--- config.mk ---
export PLATFORM = sky130hd
export DESIGN_NAME = divider_cmd_assembler_flat
export DESIGN_NICKNAME = d
export VERILOG_FILES = /design/src/rtl/divider_cmd_assembler_if.sv /design/src/rtl/divider_cmd_assembler.sv /design/src/flat_wrapper.sv
export SDC_FILE = /design/constraint.sdc
export NUM_CORES = 1
export LEC_CHECK = 0
export ABC_AREA = 1
export CAP_MARGIN = 15
export CORE_UTILIZATION = 59
export CTS_CLUSTER_SIZE = 40
export DETAILED_ROUTE_END_ITERATION = 16
export PLACE_DENSITY = 0.95
export SYNTH_ARGS = -nofsm -noshare
export SYNTH_HDL_FRONTEND = slang
export SYNTH_SLANG_ARGS = --single-unit
--- constraint.sdc ---
create_clock -name divider_clk -period 21.5 [get_ports divider_clk]
set_input_delay 3.225 -clock divider_clk [delete_from_list [all_inputs] [get_ports divider_clk]]
set_output_delay 3.225 -clock divider_clk [all_outputs]
set_load 0.01 [all_outputs]
--- src/rtl/divider_cmd_assembler_if.sv ---
// Byte-stream command port and assembled-command outputs of the divider command assembler.
interface divider_cmd_assembler_if;
  logic [7:0]   rx_data;
  logic         rx_valid;
  logic         rx_ready;
  logic         write;
  logic [143:0] out_data;
  logic         busy;
  logic         frame_err;
  logic [7:0]   err_count;

  modport master (
    output rx_data, rx_valid,
    input  rx_ready, write, out_data, busy, frame_err, err_count
  );

  modport slave (
    input  rx_data, rx_valid,
    output rx_ready, write, out_data, busy, frame_err, err_count
  );
endinterface

--- src/rtl/divider_cmd_assembler.sv ---
// Assembles 18-byte command frames (header, mode, 64-bit numerator, 64-bit denominator),
// issues a one-cycle write, then locks out the byte stream while the divider runs.
module divider_cmd_assembler #(
  parameter logic [7:0] HEADER  = 8'hA5,
  parameter int         TIMEOUT = 1024,
  parameter int         LOCKOUT = 72
) (
  input  logic                  divider_clk,
  input  logic                  divider_rst,
  divider_cmd_assembler_if.slave bus
);

  localparam int TO_W = (TIMEOUT > 2) ? $clog2(TIMEOUT) : 1;
  localparam int LK_W = (LOCKOUT > 1) ? $clog2(LOCKOUT) : 1;
  // Expiry is flagged in the idle cycle that would carry the counter to TIMEOUT-1.
  localparam logic [TO_W-1:0] TO_LAST = TO_W'(TIMEOUT - 2);
  localparam logic [LK_W-1:0] LK_LAST = LK_W'(LOCKOUT - 1);

  typedef enum logic [1:0] {IDLE, COLLECT, ISSUE, HOLD} state_t;

  state_t          state_q, state_d;
  logic [4:0]      cnt_q, cnt_d;
  logic [TO_W-1:0] to_q, to_d;
  logic [LK_W-1:0] lk_q, lk_d;
  logic [143:0]    asm_q, asm_d;
  logic [143:0]    out_q, out_d;
  logic            ferr_q, ferr_d;
  logic [7:0]      errc_q, errc_d;
  logic            live_q;

  logic            rdy;
  logic            accept;
  logic            mode_ok;
  logic [143:0]    shifted;

  assign rdy     = live_q && ((state_q == IDLE) || (state_q == COLLECT));
  assign accept  = bus.rx_valid && rdy;
  assign mode_ok = (bus.rx_data >= 8'h01) && (bus.rx_data <= 8'h05);
  assign shifted = {asm_q[135:0], bus.rx_data};

  assign bus.rx_ready  = rdy;
  assign bus.write     = (state_q == ISSUE);
  assign bus.busy      = (state_q == ISSUE) || (state_q == HOLD);
  assign bus.out_data  = out_q;
  assign bus.frame_err = ferr_q;
  assign bus.err_count = errc_q;

  always_ff @(posedge divider_clk or posedge divider_rst) begin
    if (divider_rst) begin
      state_q <= IDLE;
      cnt_q   <= '0;
      to_q    <= '0;
      lk_q    <= '0;
      asm_q   <= '0;
      out_q   <= '0;
      ferr_q  <= 1'b0;
      errc_q  <= 8'h00;
      live_q  <= 1'b0;
    end else begin
      state_q <= state_d;
      cnt_q   <= cnt_d;
      to_q    <= to_d;
      lk_q    <= lk_d;
      asm_q   <= asm_d;
      out_q   <= out_d;
      ferr_q  <= ferr_d;
      errc_q  <= errc_d;
      live_q  <= 1'b1;
    end
  end

  always_comb begin
    state_d = state_q;
    cnt_d   = cnt_q;
    to_d    = to_q;
    lk_d    = lk_q;
    asm_d   = asm_q;
    out_d   = out_q;
    ferr_d  = 1'b0;
    errc_d  = errc_q;

    unique case (state_q)
      IDLE: begin
        if (accept && (bus.rx_data == HEADER)) begin
          asm_d   = {136'h0, bus.rx_data};
          cnt_d   = 5'd1;
          to_d    = '0;
          state_d = COLLECT;
        end
      end
      COLLECT: begin
        if (accept) begin
          to_d = '0;
          if (cnt_q == 5'd1) begin
            if (mode_ok) begin
              asm_d = shifted;
              cnt_d = 5'd2;
            end else begin
              ferr_d  = 1'b1;
              cnt_d   = '0;
              state_d = IDLE;
            end
          end else if (cnt_q == 5'd17) begin
            asm_d   = shifted;
            out_d   = shifted;
            cnt_d   = '0;
            state_d = ISSUE;
          end else begin
            asm_d = shifted;
            cnt_d = cnt_q + 5'd1;
          end
        end else if (to_q == TO_LAST) begin
          ferr_d  = 1'b1;
          cnt_d   = '0;
          to_d    = '0;
          state_d = IDLE;
        end else begin
          to_d = to_q + 1'b1;
        end
      end
      ISSUE: begin
        lk_d    = '0;
        state_d = HOLD;
      end
      HOLD: begin
        if (lk_q == LK_LAST) begin
          lk_d    = '0;
          state_d = IDLE;
        end else begin
          lk_d = lk_q + 1'b1;
        end
      end
      default: state_d = IDLE;
    endcase

    if (ferr_d && (errc_q != 8'hFF)) begin
      errc_d = errc_q + 8'h01;
    end
  end

endmodule
--- src/flat_wrapper.sv ---
// flat-port wrapper written by rule: the top's interface ports become plain ports
module divider_cmd_assembler_flat 
#(
  parameter logic [7:0] HEADER  = 8'hA5,
  parameter int         TIMEOUT = 1024,
  parameter int         LOCKOUT = 72
)
  (divider_clk, divider_rst, bus_rx_data, bus_rx_valid, bus_rx_ready, bus_write, bus_out_data, bus_busy, bus_frame_err, bus_err_count);
  divider_cmd_assembler_if bus_i ();
  input  logic divider_clk;
  input  logic divider_rst;
  input wire logic [$bits(bus_i.rx_data)-1:0] bus_rx_data;
  input wire logic [$bits(bus_i.rx_valid)-1:0] bus_rx_valid;
  output wire logic [$bits(bus_i.rx_ready)-1:0] bus_rx_ready;
  output wire logic [$bits(bus_i.write)-1:0] bus_write;
  output wire logic [$bits(bus_i.out_data)-1:0] bus_out_data;
  output wire logic [$bits(bus_i.busy)-1:0] bus_busy;
  output wire logic [$bits(bus_i.frame_err)-1:0] bus_frame_err;
  output wire logic [$bits(bus_i.err_count)-1:0] bus_err_count;
  assign bus_i.rx_data = bus_rx_data;
  assign bus_i.rx_valid = bus_rx_valid;
  assign bus_rx_ready = bus_i.rx_ready;
  assign bus_write = bus_i.write;
  assign bus_out_data = bus_i.out_data;
  assign bus_busy = bus_i.busy;
  assign bus_frame_err = bus_i.frame_err;
  assign bus_err_count = bus_i.err_count;
  divider_cmd_assembler #(.HEADER(HEADER), .TIMEOUT(TIMEOUT), .LOCKOUT(LOCKOUT)) u_core (.divider_clk(divider_clk), .divider_rst(divider_rst), .bus(bus_i));
endmodule
==> results.ini <==
[sta]
slew_violations=0
setup_viol=0
hold_viol_final=0
setup-tns-final_ns=0
min_period_ns=5.70
fin_skew_ns=0.0135
slew_headroom=0.229
rsz0062_at_grt=no
fin_crit_sh=0.265
max_slew.worst_pin.slew_ns=1.16
fmax_mhz=175

[synth]
synth_ff_type=dfrtp_1
yosysSeqAreaShare=0.636
ys_top_cells_by_area=dfrtp_1, nand2_1, o21ai_0
synth_mux_area_frac=0.00729
synth_top_family_by_area=simple AND/OR/NAND/NOR gates
synth_simple_gate_area_frac=0.137
ys_async_sr_fraction=1.00
yosys.area.top_type=dfrtp_1
synth_top_area_share=0.636
synth-xor-area-share=0.00921
syn-instance-count=1299
yosysUniqueCellTypes=34
synth_warnings=0
avgSynthCellArea_um2=9.52
synth_compound_area_frac=0.125
synth_nets=1316
synth_area_um2=12400
synth_edf_count=0
synthAdderAreaFrac=0.00607
ys_seq_elements=314

[global_routing]
antenna_found_initial=0
grt_overflow=0
grt_usage=0.273
grt_pass1_vias=9508
grt_max_degree=158
grt_pass1_wl_um=47400

[worst_hold_path]
hold_depth=2
hold_class=flop to flop
hold_path_startpoint=u_core.bus.out_data[120]
hold_path_end=u_core.bus.out_data[120]

[routing]
ant_nets=0
wl_um=28900
via_count=9497
viasPerCell=5.48
drc_errors=0
first_iter_violations=757
dr.pass1.iters=5
wl_per_cell_um=16.7

[pwr]
switching_share=0.260
p_sw_w=0.000348
combinationalPowerShare=0.107
power.internal_w=0.000989
power_density_nw_per_um2=88.1
power_frac_seq=0.479
p_clk_frac=0.413
ir_drop_uv=64.5
p_leak_nw=6.69

[die]
die_y_um=147
core_um2=20400
die-area_um2=21500
placementRows=52
initial_core_util=0.607
io_pins=167
fp.dieW_um=147

[clocking]
cts_tree=done
cts.clk_slew.worst_paths_ns=0.06
root_buffer=clkbuf_16
post_cts_buffers=0
insertion_delay_ns=0.54
cts_buffer_depth=3
cts_resized=0
cts_hold_buf=0
clock-sinks=314
ctsHtreeMaxLevel=1
cts_buffers=30

[finish]
fillers=1285
fin_nets=1458
regArea_um2=7860
final_area_um2=15200
syn2layout_area_growth_pct=22.8
antennaDiodeCount=0
multi_input_area_um2=3540
final_util=0.745
drive_above_1_share=0.0533

[critical_path]
reg2reg_depth=11
rr_endpoint=u_core.asm_q[58]
worst_setup_path_end_kind=flop
cpPeakStageDelay_ns=0.88
critPathLaunchType=primary input
worstSetupPathType=primary input to flop
crit_fanout=108
path_cells=clkdlybuf4s50_1, inv_1, nand2_1, nor2_1, nand3_1, nand2_2, nand2_4, clkinv_4, nand2_4, buf_4, nand2_1, o21ai_1
r2r_slack_ns=18.35
worst_ep_required_time_ns=21.94
arrival_ns=6.14
cp_slowest_cell=buf_4

[placement]
place_hpwl_um=17700
placed_cell_area_um2=14100
portBuffers=166
gp_congestion=0.877

[run_status]
status=complete, no violations

[flow_run]
drv_cap=0

==> routing by layer <==
| metal | routed length, um | GRT usage |
|---|---|---|
| met5 | 0 | 0 |
| met4 | 828 | 0.101 |
| met3 | 1360 | 0.0342 |
| met2 | 14900 | 0.465 |
| met1 | 11800 | 0.361 |
==> flip-flops by register name, indices dropped and copies added, names as in the netlist, named ones only <==
| name | count |
|---|---|
| u_core.asm_q | 136 |
| u_core.bus.err_count | 8 |
| u_core.bus.frame_err | 1 |
| u_core.bus.out_data | 144 |
| u_core.cnt_q | 5 |
| u_core.live_q | 1 |
| u_core.lk_q | 7 |
| u_core.state_q | 1 |
| u_core.to_q | 10 |
==> worst max-delay path, delay by kind of cell <==
family / cells / cell delay (ns)
and+or+nand+nor: 7 / 0.99
AOI/OAI and AO/OA: 1 / 0.19
buffers and inverters: 4 / 1.61
==> layout make-up <==
cell class / instances / share of cell area
clock buffers: 41 / 0.0556
well taps: 270 / 0.0223
inverters: 170 / 0.0430
clock inverters: 14 / 0.0132
flip-flops and latches: 314 / 0.518
repair buffers: 174 / 0.115
multi-input cells: 751 / 0.233
==> cell usage after synthesis, drive strengths merged (2+ instances only) <==
master	n
buf	35
inv	169
nor3	4
clkbuf	29
nor2	32
nand4	13
o31ai	3
or2	2
o21ai	288
o22ai	3
xnor2	5
nand2	346
nand3	20
mux2	8
dfrtp	314
xor2	8
ha	6
a21oi	7
==> layout by cell type (no fill, tap or decap), drive strengths merged, types with 6 or more instances in the layout <==
cell type      Yosys  final
dfrtp            314    314
nand3             20     20
o21ai            288    288
inv              169    169
xor2               8      8
clkinv             1      8
ha                 6      6
mux2               8      8
a21oi              7      7
buf               35      8
nand2            346    346
clkbuf            29     41
clkdlybuf4s50      0    166
nor2              32     32
nand4             13     13
==> cell families after synthesis <==
logic type / Yosys count
AO/OA/AOI/OAI: 304
XOR/XNOR: 13
adder cells (fa/ha/maj): 6
buffers and inverters: 234
flip-flops: 314
multiplexers: 8
other: 1
AND/OR/NAND/NOR: 419
==> power by group through the flow <==
stage                     Combinational [W]  Clock (W)  Sequential [W]
after CTS                          0.000142   0.000557        0.000640
after detailed placement           0.000140          0        0.000650
after global placement             0.000134          0        0.000648
after floorplan                    0.000107          0        0.000645
final                              0.000143   0.000553        0.000641
after global routing               0.000159   0.000586        0.000644
==> through the flow <==
stage | hold slack [ns] | worst slack [ns] | power [W] | std cells
6_report | 0.485 | 15.80 | 0.00134 | 1734
5_1_grt | 0.507 | 15.66 | 0.00139 | 1734
4_1_cts | 0.489 | 15.90 | 0.00134 | 1733
3_5_place_dp | 0.474 | 15.51 | 0.000790 | 1678
3_3_place_gp | 0.465 | 15.62 | 0.000783 | 1678
2_1_floorplan | 0.449 | 9.59 | 0.000753 | 1299
==> worst max-delay path by stage <==
stage                   startpoint               end  slack, ns
CTS                 bus_rx_data[1]  u_core.asm_q[58]      15.90
global route        bus_rx_data[3]  u_core.asm_q[58]      15.66
detailed placement  bus_rx_data[7]  u_core.asm_q[73]      15.51
global placement    bus_rx_data[2]  u_core.asm_q[52]      15.62
finish              bus_rx_data[3]  u_core.asm_q[58]      15.80
floorplan              divider_rst         async pin       9.59
(Power assumes the default switching activity.)
